File: src/rtl/lzd_shift_count_controller.sv
// Shift-count controller: latches an LZD amount on start and emits one shift_en per counted cycle, then pulses done.
// Optional COMPARE_LE_EN macro switches the compare to counter <= target (one extra shift step).
module lzd_shift_count_controller #(
  parameter int WIDTH = 4
) (
  input  logic             clk,
  input  logic             rst_n,
  input  logic             start,
  input  logic             hold,
  input  logic [WIDTH-1:0] lzd_output,
  output logic [WIDTH-1:0] counter,
  output logic             is_less,
  output logic             shift_en,
  output logic             busy,
  output logic             done
);

  typedef enum logic [1:0] {
    S_IDLE  = 2'd0,
    S_COUNT = 2'd1,
    S_DONE  = 2'd2
  } state_t;

  state_t           r_state;
  logic [WIDTH:0]   r_cnt;
  logic [WIDTH-1:0] r_target;
  logic             r_busy;
  logic             r_done;
  logic [WIDTH:0]   w_target_ext;
  logic             w_cmp;

  // One extra count bit keeps cnt from wrapping when target is all ones.
  assign w_target_ext = {1'b0, r_target};

`ifdef COMPARE_LE_EN
  assign w_cmp = (r_cnt <= w_target_ext);
`else
  assign w_cmp = (r_cnt < w_target_ext);
`endif

  assign is_less  = (r_state == S_COUNT) && w_cmp;
  assign shift_en = is_less && !hold;
  assign counter  = r_cnt[WIDTH-1:0];
  assign busy     = r_busy;
  assign done     = r_done;

  always_ff @(posedge clk or negedge rst_n) begin
    if (!rst_n) begin
      r_state  <= S_IDLE;
      r_cnt    <= '0;
      r_target <= '0;
      r_busy   <= 1'b0;
      r_done   <= 1'b0;
    end else begin
      case (r_state)
        S_IDLE: begin
          if (start) begin
            r_target <= lzd_output;
            r_cnt    <= '0;
            r_busy   <= 1'b1;
            r_state  <= S_COUNT;
          end
        end
        S_COUNT: begin
          if (w_cmp) begin
            if (!hold) begin
              r_cnt <= r_cnt + 1'b1;
            end
          end else begin
            r_done  <= 1'b1;
            r_state <= S_DONE;
          end
        end
        S_DONE: begin
          r_done  <= 1'b0;
          r_busy  <= 1'b0;
          r_state <= S_IDLE;
        end
        default: begin
          r_done  <= 1'b0;
          r_busy  <= 1'b0;
          r_state <= S_IDLE;
        end
      endcase
    end
  end

endmodule

File: config.mk
export PLATFORM = sky130hd
export DESIGN_NAME = lzd_shift_count_controller
export DESIGN_NICKNAME = d
export VERILOG_FILES = /design/src/rtl/lzd_shift_count_controller.sv
export SDC_FILE = /design/constraint.sdc
export NUM_CORES = 1
export LEC_CHECK = 0
export ABC_AREA = 1
export CAP_MARGIN = 25
export CORE_MARGIN = 5
export CORE_UTILIZATION = 50
export CTS_CLUSTER_SIZE = 20
export DETAILED_ROUTE_END_ITERATION = 10
export PLACE_DENSITY = 0.76
export SYNTH_ARGS = -nofsm -noshare
export SYNTH_HDL_FRONTEND = slang
export SYNTH_SLANG_ARGS = --single-unit
File: constraint.sdc
create_clock -name clk -period 3.5 [get_ports clk]
set_input_delay 0.35 -clock clk [delete_from_list [all_inputs] [get_ports clk]]
set_output_delay 0.35 -clock clk [all_outputs]
set_load 0.01 [all_outputs]
==> impl_metrics.tcl, run 1 <==
set metrics [dict create \
    clk_pin_slew_worst_paths_ns 0.08 \
    die_h_um 48.4 \
    combPwrFrac 0.533 \
    port_buffers 15 \
    rsz0062_at_grt "no" \
    fillers 118 \
    fin_crit_sh 0.717 \
    crit_path_start_kind "register" \
    seq_power_share 0.344 \
    fin_crit_ns 2.51 \
    p_sw_frac 0.422 \
    dp_hpwl_um 1090 \
    relSlewSlack 0.609 \
    start_util 0.547 \
    clk_latency_ns 0.26 \
    drive_gt1_frac 0.127 \
    clock-root-buffer "clkbuf_4" \
    yosys_warnings 0 \
    drc 0 \
    netlist_top_cells_area "dfrtp_1 44%, nand2_1 10%, ha_1 6.8%" \
    die_x_um 48.4 \
    ant_nets 0 \
    endpoint "shift_en" \
    holdCritPathClass "in2async" \
    netSwitchingPower_uw 306 \
    vdd_drop_max_uv 477 \
    criticalPathCategory "reg2out" \
    grt_pass1_wl_um 2550 \
    ys_ff_latch 13 \
    ys_types 17 \
    leakage_nw 0.489 \
    hold_viol 0 \
    drv_cap 0 \
    num_vias 567 \
    syn-cell-area_um2 738 \
    dieArea_um2 2340 \
    overflow 0 \
    syn_inst 87 \
    final-setup-viol-count 0 \
    syn2layout_area_growth_pct 22.4 \
    clock_path_buffers 2 \
    cts_tree "yes" \
    path_max_fanout 6 \
    tightest_slew_ns 0.584 \
    seq_area_frac_synth 0.441 \
    drt_iter0_markers 9 \
    grt_usage 0.131 \
    r2r-end "r_cnt[4]" \
    antenna_found_initial 0 \
    synth_top_cell_area_share 0.441 \
    worstReg2RegStart "r_cnt[2]" \
    synth.avg_cell_area_um2 8.49 \
    synth_top_area_cell "dfrtp_1" \
    ff2ff_path_depth 9 \
    synthesis.nets 99 \
    reg2reg_slack_ns 1.98 \
    cts_resized 0 \
    clkPwrFrac 0.123 \
    num_antenna_cells 0 \
    first_pass_iters 3 \
    htreeDepth 1 \
    rows 13 \
    viasPerCell 4.85 \
    cp.arrival_ns 2.16 \
    tns_ns 0 \
    outcome "finished clean" \
    place.gp.congestion 0.801 \
    powerDensity_nw_per_um2 803 \
    grt_pass1_vias 552 \
    cp-end-kind "output port" \
    wl_per_cell_um 12.2 \
    cp.required_ns 3.15 \
    ctsHoldBuffers 0 \
    max_freq_ghz 0.399 \
    grt_start_max_net_pins 14 \
    cts_buffers 3 \
    drv_slew 0 \
    cts_sinks 13 \
    cp-startpoint "r_cnt[2]" \
    skew_ns 0.00397 \
    p_int_uw 420 \
    power.total_uw 726 \
    fin_nets 115 \
    coreArea_um2 1350 \
    totalWireLength_um 1420 \
    pin_count 16 \
    cts_post_setup_buffers_inserted 0 \
]
-- per-stage QoR --
step | setup WS, ns | instances | hold slack, ns | instance area (um2) | util
6_report | 0.991 | 117 | 0.454 | 903 | 0.669
5_1_grt | 0.794 | 117 | 0.500 | 903 | 0.669
4_1_cts | 0.974 | 117 | 0.479 | 903 | 0.669
3_5_place_dp | 1.28 | 113 | 0.470 | 877 | 0.650
3_3_place_gp | 1.35 | 113 | 0.464 | 877 | 0.650
2_1_floorplan | 1.77 | 87 | 0.0544 | 738 | -
-- cell type report --
type / instances / area, um2 / share of cell area
Timing Repair Buffer: 15 / 150 / 0.166
Clock buffer: 4 / 26.3 / 0.0291
Sequential cell: 13 / 325 / 0.360
Multi-Input combinational cell: 58 / 338 / 0.374
Tap cell: 15 / 18.8 / 0.0208
Inverter: 12 / 45.0 / 0.0499
-- worst min path at each step --
stage	startpoint	endpoint	depth (start not counted)
floorplan	rst_n	busy	0
global placement	busy	busy	2
detailed placement	done	done	2
CTS	rst_n	r_cnt[4]	1
global route	rst_n	r_cnt[4]	1
finish	rst_n	r_state[1]	1
-- critical path, stage by stage, from the launching register on --
cell             delay, ns
dfrtp_1               0.45
ha_1                  0.34
nand2_1               0.08
inv_1                 0.04
nand3_1               0.08
nand3_2               0.10
nor2_2                0.13
inv_2                 0.05
nor2_1                0.08
clkdlybuf4s50_1       0.54
-- power by group through the flow --
stage	registers (mW)	clock network [mW]	logic [mW]
after floorplan	0.247	0	0.268
after CTS	0.250	0.0919	0.391
final	0.250	0.0894	0.387
after global placement	0.250	0	0.380
after global routing	0.259	0.103	0.435
after detailed placement	0.253	0	0.388
-- synthesized netlist by cell type --
cell and count:
xor2_1 2, nand3_1 8, inv_1 10, a21oi_1 3
inv_2 2, nor2_2 2, xnor2_1 1, nand3_2 1
ha_1 4, o21ai_4 1, buf_4 4, mux2_1 1
nor2_1 11, nand2_1 20, nand2_2 1, dfrtp_1 13
nand2_4 3
-- cells by family (layout without fill, tap and decap cells) --
family | Yosys count | count (layout) | synth area share
buf+inv | 16 | 31 | 0.102
xor+xnor | 3 | 3 | 0.0356
fa+ha+maj | 4 | 4 | 0.0678
mux | 1 | 1 | 0.0153
compound gates | 4 | 4 | 0.0424
simple gates | 46 | 46 | 0.297
flops | 13 | 13 | 0.441
-- per-layer routing --
layer	wire length, um	GRT usage	up-vias
met5	0	0	-
met4	12	0.0276	0
met2	683	0.209	10
li1	-	-	295
met1	644	0.171	260
met3	83	0.0428	2
-- state kept, by name, summed over array words and instances, names as in the netlist --
name / flops
busy: 1
r_cnt: 5
r_state: 2
r_target: 4
done: 1
-- layout by cell type (no fill, tap or decap), drive strengths merged --
cell           count
mux2               1
nand3              9
a21oi              3
o21ai              1
xnor2              1
dfrtp             13
clkdlybuf4s50     15
inv               12
ha                 4
nor2              13
clkbuf             4
nand2             24
xor2               2
(Power assumes the default switching activity.)
==> run 2: changes to the inputs <==
--- a/config.mk
+++ b/config.mk
@@ -8,10 +8,10 @@
 export ABC_AREA = 1
 export CAP_MARGIN = 25
 export CORE_MARGIN = 5
-export CORE_UTILIZATION = 50
+export CORE_UTILIZATION = 43
 export CTS_CLUSTER_SIZE = 20
 export DETAILED_ROUTE_END_ITERATION = 10
-export PLACE_DENSITY = 0.76
+export PLACE_DENSITY = 0.69
 export SYNTH_ARGS = -nofsm -noshare
 export SYNTH_HDL_FRONTEND = slang
 export SYNTH_SLANG_ARGS = --single-unit
==> constraint.sdc (replaced) <==
create_clock -name clk -period 2.27 [get_ports clk]
set_input_delay 0.227 -clock clk [delete_from_list [all_inputs] [get_ports clk]]
set_output_delay 0.227 -clock clk [all_outputs]
set_load 0.01 [all_outputs]
==> run 2 against run 1 <==
Compared with the run above: clock-buffer cell count unchanged; non-clock buffer count increased by 1; global-route usage decreased by 0.76 points; critical path type unchanged; largest power group unchanged.
==> impl_metrics.tcl, run 2 (same netlist as run 1, synthesis figures left out) <==
set metrics [dict create \
    outcome "finished clean" \
    ctsHoldBuffers 0 \
    utilization 0.546 \
    dpl-instance-area_um2 887 \
    fin_nets 116 \
    clock-root-buffer "clkbuf_4" \
    die_x_um 51.4 \
    leakage_nw 0.496 \
    grt_start_max_net_pins 14 \
    p_int_uw 634 \
    totalWireLength_um 1510 \
    num_vias 588 \
    combPwrFrac 0.525 \
    rsz0062_at_grt "no" \
    fillers 169 \
    regMostFlops "r_cnt" \
    max_freq_ghz 0.478 \
    holdCritPathClass "in2async" \
    clkPwrFrac 0.132 \
    overflow 0 \
    cts_tree "yes" \
    relSlewSlack 0.608 \
    grt_pass1_wl_um 2460 \
    largest_registers "r_cnt (5), r_target (4), r_state (2)" \
    r2r-end "r_cnt[1]" \
    netSwitchingPower_uw 486 \
    hold_ws_ns 0.314 \
    seq_power_share 0.343 \
    dp_hpwl_um 1140 \
    drv_slew 0 \
    port_buffers 15 \
    powerDensity_nw_per_um2 1230 \
    grt_pass1_vias 595 \
    cp-startpoint "r_cnt[3]" \
    reg2reg_slack_ns 0.78 \
    final_area_um2 912 \
    final-setup-viol-count 0 \
    fin_crit_sh 0.921 \
    cts_resized 3 \
    place.gp.congestion 0.737 \
    fin_crit_ns 2.09 \
    criticalPathCategory "reg2out" \
    wl_per_cell_um 12.6 \
    hold_viol 0 \
    clock_path_buffers 2 \
    first_pass_iters 4 \
    start_util 0.442 \
    cp.required_ns 2.04 \
    ant_nets 0 \
    cp.arrival_ns 1.86 \
    drive_gt1_frac 0.146 \
    power.total_mw 1.12 \
    htreeDepth 1 \
    endpoint "shift_en" \
    path_max_fanout 5 \
    pin_count 16 \
    vdd_drop_max_uv 627 \
    crit_path_start_kind "register" \
    cts_buffers 3 \
    ff2ff_path_depth 9 \
    clk_latency_ns 0.28 \
    tns_ns 0 \
    antenna_found_initial 0 \
    drc 0 \
    cp-end-kind "output port" \
    final_cell_mix "20 x nand2_1, 13 x clkdlybuf4s50_1, 12 x dfrtp_1" \
    drt_iter0_markers 4 \
    rows 15 \
    viasPerCell 4.90 \
    drv_cap 0 \
    worstReg2RegStart "r_cnt[3]" \
    cts_sinks 13 \
    grt_usage 0.123 \
    coreArea_um2 1670 \
    die_h_um 51.4 \
    dieArea_um2 2650 \
    p_sw_frac 0.434 \
    skew_ns 0.00220 \
    cts_post_setup_buffers_inserted 0 \
    tightest_slew_ns 0.587 \
    syn2layout_area_growth_pct 23.6 \
    clk_pin_slew_worst_paths_ns 0.08 \
    num_antenna_cells 0 \
    largest_reg_flops 5 \
    layout_commonest_cell "nand2_1" \
]
==> run 2: how the worst min path moves through the flow <==
stage | from | to | slack (ns) | cells after the start
2_1_floorplan | rst_n | busy | -0.07 | 0
3_3_place_gp | busy | busy | 0.47 | 2
3_5_place_dp | done | done | 0.47 | 2
4_1_cts | rst_n | r_target[1] | 0.33 | 1
5_1_grt | rst_n | r_target[3] | 0.38 | 1
6_report | rst_n | r_target[0] | 0.31 | 1
==> run 2: per-layer routing <==
| layer | GRT usage | routed length (um) |
|---|---|---|
| met1 | 0.143 | 659 |
| met5 | 0 | 0 |
| met3 | 0.0437 | 75 |
| met4 | 0.0393 | 10 |
| met2 | 0.210 | 766 |
==> run 2: metrics by stage <==
step,cells,setup slack (ns)
2_1_floorplan,87,0.659
3_3_place_gp,116,0.247
3_5_place_dp,116,0.200
4_1_cts,120,0.167
5_1_grt,120,0.0593
6_report,120,0.180
==> run 2: power groups by stage <==
stage / Clock, mW / Combinational (mW) / Sequential, mW
3_5_place_dp: 0 / 0.608 / 0.390
5_1_grt: 0.160 / 0.664 / 0.393
2_1_floorplan: 0 / 0.414 / 0.381
4_1_cts: 0.152 / 0.594 / 0.386
3_3_place_gp: 0 / 0.593 / 0.382
6_report: 0.148 / 0.587 / 0.384
==> run 2: critical path, cell delays in order (launching register included) <==
cell,delay [ns]
dfrtp_2,0.45
ha_1,0.30
inv_1,0.06
nor2_1,0.05
nand3_1,0.09
nand3_2,0.11
nor2_2,0.15
inv_2,0.05
nor2_1,0.07
dlygate4sd2_1,0.27
==> run 2: layout make-up <==
type | count | area (um2) | share of cell area
multi-input cells | 58 | 338 | 0.370
flip-flops and latches | 13 | 327 | 0.358
repair buffers | 16 | 155 | 0.170
inverters | 12 | 45.0 | 0.0494
clock buffers | 4 | 26.3 | 0.0288
well taps | 17 | 21.3 | 0.0233
